`src/rtl/bcd_scan_conv.sv`:
```
// Multi-channel binary-to-BCD converter for the display path.
// One double-dabble engine, one bit per cycle, shared round-robin across channels.
module bcd_scan_conv #(
    parameter int WIDTH     = 12,
    parameter int N_DIG     = 4,
    parameter int N_CH      = 2,
    parameter int AUTO_SCAN = 1
) (
    input  logic                    clk,
    input  logic                    rst_n,
    input  logic                    en,
    input  logic                    start,
    input  logic [N_CH*WIDTH-1:0]   bin_in,
    output logic [N_CH*N_DIG*4-1:0] bcd_out,
    output logic [N_CH-1:0]         ovf,
    output logic [N_CH-1:0]         upd,
    output logic                    busy,
    output logic                    done
);

    localparam int N_INT = (WIDTH + 2) / 3;
    localparam int N_EXT = (N_DIG > N_INT) ? N_DIG : N_INT;
    localparam int CNT_W = $clog2(WIDTH + 1);
    localparam int CH_W  = (N_CH > 1) ? $clog2(N_CH) : 1;
    localparam int DW    = N_DIG * 4;
    localparam bit AUTO  = (AUTO_SCAN != 0);
    localparam logic [CH_W-1:0] LAST_CH = CH_W'(N_CH - 1);

    typedef enum logic [1:0] {
        IDLE,
        LOAD,
        SHIFT,
        STORE
    } state_t;

    state_t state, state_nx;

    logic [CH_W-1:0]    ch;
    logic [CNT_W-1:0]   cnt;
    logic [WIDTH-1:0]   shreg;
    logic [N_INT*4-1:0] scratch;
    logic [N_INT*4-1:0] adj;
    logic [N_EXT*4-1:0] ext;
    logic [DW-1:0]      res;
    logic               sat;
    logic               go;
    logic               more;

    assign go   = (AUTO && en) || (!AUTO && start);
    assign more = (AUTO && en) || (!AUTO && (ch != LAST_CH));

    always_comb begin
        adj = scratch;
        for (int i = 0; i < N_INT; i++) begin
            if (scratch[i*4 +: 4] >= 4'd5) begin
                adj[i*4 +: 4] = scratch[i*4 +: 4] + 4'd3;
            end
        end
    end

    // Widen scratch to cover the presented digits; any digit above them saturates.
    always_comb begin
        ext = '0;
        ext[N_INT*4-1:0] = scratch;
        sat = 1'b0;
        for (int i = N_DIG; i < N_EXT; i++) begin
            if (ext[i*4 +: 4] != 4'd0) begin
                sat = 1'b1;
            end
        end
        res = sat ? {N_DIG{4'h9}} : ext[DW-1:0];
    end

    always_comb begin
        state_nx = state;
        unique case (state)
            IDLE:    if (go) state_nx = LOAD;
            LOAD:    state_nx = SHIFT;
            SHIFT:   if (cnt == CNT_W'(1)) state_nx = STORE;
            STORE:   state_nx = more ? LOAD : IDLE;
            default: state_nx = IDLE;
        endcase
    end

    always_ff @(posedge clk or negedge rst_n) begin
        if (!rst_n) begin
            state <= IDLE;
        end else begin
            state <= state_nx;
        end
    end

    always_ff @(posedge clk or negedge rst_n) begin
        if (!rst_n) begin
            ch      <= '0;
            cnt     <= '0;
            shreg   <= '0;
            scratch <= '0;
            bcd_out <= '0;
            ovf     <= '0;
            upd     <= '0;
            busy    <= 1'b0;
            done    <= 1'b0;
        end else begin
            upd  <= '0;
            done <= 1'b0;
            busy <= (state_nx != IDLE);
            unique case (state)
                IDLE: begin
                    ch <= '0;
                end
                LOAD: begin
                    shreg   <= bin_in[ch*WIDTH +: WIDTH];
                    scratch <= '0;
                    cnt     <= CNT_W'(WIDTH);
                end
                SHIFT: begin
                    {scratch, shreg} <= {adj, shreg} << 1;
                    cnt <= cnt - 1'b1;
                end
                STORE: begin
                    bcd_out[ch*DW +: DW] <= res;
                    ovf[ch]  <= sat;
                    upd[ch]  <= 1'b1;
                    done     <= (ch == LAST_CH);
                    ch       <= (ch == LAST_CH) ? '0 : ch + 1'b1;
                end
                default: ;
            endcase
        end
    end

endmodule

```
`config.mk`:
```
export PLATFORM = sky130hd
export DESIGN_NAME = bcd_scan_conv
export DESIGN_NICKNAME = d
export VERILOG_FILES = /design/src/rtl/bcd_scan_conv.sv
export SDC_FILE = /design/constraint.sdc
export NUM_CORES = 1
export LEC_CHECK = 0
export CAP_MARGIN = 20
export CORE_ASPECT_RATIO = 1.5
export CORE_MARGIN = 2
export CORE_UTILIZATION = 50
export DETAILED_ROUTE_END_ITERATION = 6
export PLACE_DENSITY = 0.88
export RECOVER_POWER = 50
export SLEW_MARGIN = 10
export SYNTH_ARGS = -nofsm -noshare
export SYNTH_HDL_FRONTEND = slang
export SYNTH_SLANG_ARGS = --single-unit
```
`constraint.sdc`:
```
create_clock -name clk -period 2 [get_ports clk]
set_input_delay 0.3 -clock clk [delete_from_list [all_inputs] [get_ports clk]]
set_output_delay 0.3 -clock clk [all_outputs]
set_load 0.01 [all_outputs]
```
==> metrics.yaml <==
floorplanning:
  io-pin-count: 66
  start_util_pct: 51.8
  core_region_area_sq_um: 6490
  row_count: 36
  die-area_sq_um: 7400
  die_w_um: 70.9
  die_y_um: 104
synth:
  synth_warnings: 0
  seq_area_frac_synth_pct: 53.6
  yosysTopAreaCell: "dfrtp_1"
  netlist_instances: 319
  synth_edf_count: 0
  ys_seq_elements: 72
  yosysUniqueCellTypes: 32
  syn_nets: 360
  syn-cell-area_sq_um: 3360
  syn_avg_cell_area_sq_um: 10.5
  synthFlopType: "dfrtp_1"
  ys_top_cells_by_area: "dfrtp_1 (54%), o21ai_0 (7.7%), mux2_2 (5.7%)"
  synth_top_area_share_pct: 53.6
  async_flop_share_pct: 100
detailed_routing:
  vias_per_cell: 5.32
  via_count: 2479
  wl_per_cell_um: 13.6
  first_pass_iters: 4
  drc: 0
  drt_iter0_markers: 235
  totalWireLength_um: 6330
  ant_nets: 0
timing:
  fin_ws_ns: 0.324
  skew_ns: 0.00661
  min_period_ns: 1.68
  setup_violations: 0
  max_slew_margin_pct: 37.4
  finalCritPeriodShare_pct: 83.8
  max_freq_mhz: 597
  slew_viol_final: 0
  rsz0062_at_grt: "false"
  setup_tns_ns: 0
  hold_viol_final: 0
  worst_slew_pin_slew_ns: 0.940
clock_network:
  hold_buffers: 1
  clk_pin_slew_ns: 0.07
  cts-root-buf: "clkbuf_8"
  clk_latency_ns: 0.36
  cts_tree: "done"
  ctsLongestPathBuffers: 2
  clock-sinks: 72
  post_cts_resized: 0
  postCtsSetupBuffers: 0
  numCtsBuffers: 9
  htreeDepth: 3
grt:
  grt_pass1_vias: 2503
  grt_pass1_wl_um: 11200
  grt-ovfl-total: 0
  grt_max_degree: 73
  antenna_found_initial: 0
  grt_usage_pct: 19.1
worst_setup_path:
  critPathLaunchType: "register"
  r2r_end: "bcd_out[16]"
  r2r_slack_ns: 0.32
  startpoint: "ch"
  reg2reg_depth: 5
  endpoint: "bcd_out[16]"
  endpoint_kind: "register"
  path_common_cell: "nand2_1"
  r2r_start: "ch"
  slowest_delay_ns: 0.58
  crit_required_ns: 2.21
  crit_arrival_ns: 1.89
  path_class: "register to register"
  crit_path_cell_trace: "buf_4 > nand2_1 > clkbuf_2 > nand2_1 > o21ai_0"
  critical_path.slowest_cell: "dfrtp_1"
  crit_fanout: 34
cells_and_area:
  fin_nets: 426
  area_growth_pct: 26.3
  fin_cells: 466
  num_antenna_cells: 0
  post_route_cells_drive_above_1_share_pct: 13.1
run_status:
  outcome: "finished, final reports clean"
placement:
  dp.cells: 449
  pre_cts_ws_ns: 0.366
  io_buffers: 64
  gp_congestion: 0.809
  dp_hpwl_um: 4470
run:
  cap_violations: 0
power:
  ir_drop_mv: 0.847
  p_leak_nw: 1.82
  powerDensity_nw_per_um2: 1260
  power_mw: 5.33
hold_path:
  hold_class: "register to register"
==> layout by cell type (no fill, tap or decap), drive strengths merged, types with 6 or more instances in the layout <==
master / netlist / final
clkdlybuf4s50: 0 / 63
mux2i: 12 / 12
o21ai: 60 / 60
a21oi: 7 / 7
buf: 16 / 6
nor2: 8 / 8
nand2: 47 / 47
inv: 22 / 22
mux2: 17 / 17
clkbuf: 3 / 14
dfrtp: 72 / 72
ha: 13 / 13
==> worst max-delay path: cells and delay by family, from the launching register on <==
| family | cells | cell delay, ns |
|---|---|---|
| flops | 1 | 0.58 |
| buf+inv | 2 | 0.62 |
| simple gates | 2 | 0.22 |
| compound gates | 1 | 0.09 |
==> stage by stage <==
| stage | hold slack (ns) | instance area (sq um) | utilization [%] |
|---|---|---|---|
| 3_3_place_gp | 0.353 | 4020 | 62.0 |
| 3_5_place_dp | 0.359 | 4020 | 62.0 |
| 2_1_floorplan | 0.00441 | 3360 | - |
| 6_report | 0.478 | 4240 | 65.4 |
| 5_1_grt | 0.507 | 4240 | 65.4 |
| 4_1_cts | 0.486 | 4260 | 65.7 |
==> cell type report <==
class,instances,area (sq um)
fill,520,2240
clock buffer,10,138
timing repair buffer,74,718
clock inverter,6,92.6
inverter,22,82.6
tap,76,95.1
sequential,72,1800
multi-input combinational,206,1320
==> cell families (layout without fill, tap and decap cells) <==
kind of cell,after synthesis,after routing,synth area share [%]
AOI/OAI and AO/OA,82,82,13.8
muxes,29,29,9.27
adders and majority gates,13,13,4.84
buffers and inverters,41,112,7.19
and+or+nand+nor,78,78,10.2
xor gates and xnor gates,4,4,1.04
DFF,72,72,53.6
==> layer usage <==
metal / track usage [%] / wire (um) / vias to the layer above
li1: - / - / 1216
met1: 22.2 / 2490 / 1186
met2: 32.9 / 3420 / 68
met3: 3.78 / 277 / 9
met4: 9.57 / 147 / 0
met5: 0 / 0 / -
==> where the power goes <==
group          switching (mW)  internal (mW)  total (mW)  leakage [nW]
Clock                   0.561          0.739        1.30         0.109
Sequential              0.211           1.80        2.01         0.962
Combinational            1.05          0.971        2.02         0.754
Total                    1.82           3.51        5.33          1.82
==> worst min-delay path by stage <==
stage                     cells past startpoint        start  slack (ns)     endpoint
final                                         2   bcd_out[7]        0.48   bcd_out[7]
after global routing                          2  bcd_out[15]        0.51  bcd_out[15]
after CTS                                     2   bcd_out[8]        0.49   bcd_out[8]
after detailed placement                      2        rst_n        0.36     shreg[1]
after global placement                        2        rst_n        0.35   bcd_out[0]
after floorplan                               0        rst_n       0.004   bcd_out[0]
==> cell usage after synthesis (all sizes together) (2+ instances only) <==
cell type,n
a31o,4
dfrtp,72
o21ai,60
nand2,47
ha,13
nor2,8
o31ai,2
nand3,4
clkbuf,3
nor3,5
buf,16
o32ai,2
mux2,17
a21oi,7
xnor2,4
mux2i,12
inv,22
o211ai,2
and2,2
nand2b,5
and3,4
o22ai,5
==> sequential cells by signal (all words and copies together) (netlist names) <==
name and flops:
bcd_out 32, busy 1, ch 1, cnt 4, done 1, ext 16
ovf 2, shreg 12, state 2, upd 1
No activity file was read; power rests on OpenSTA's default activity.
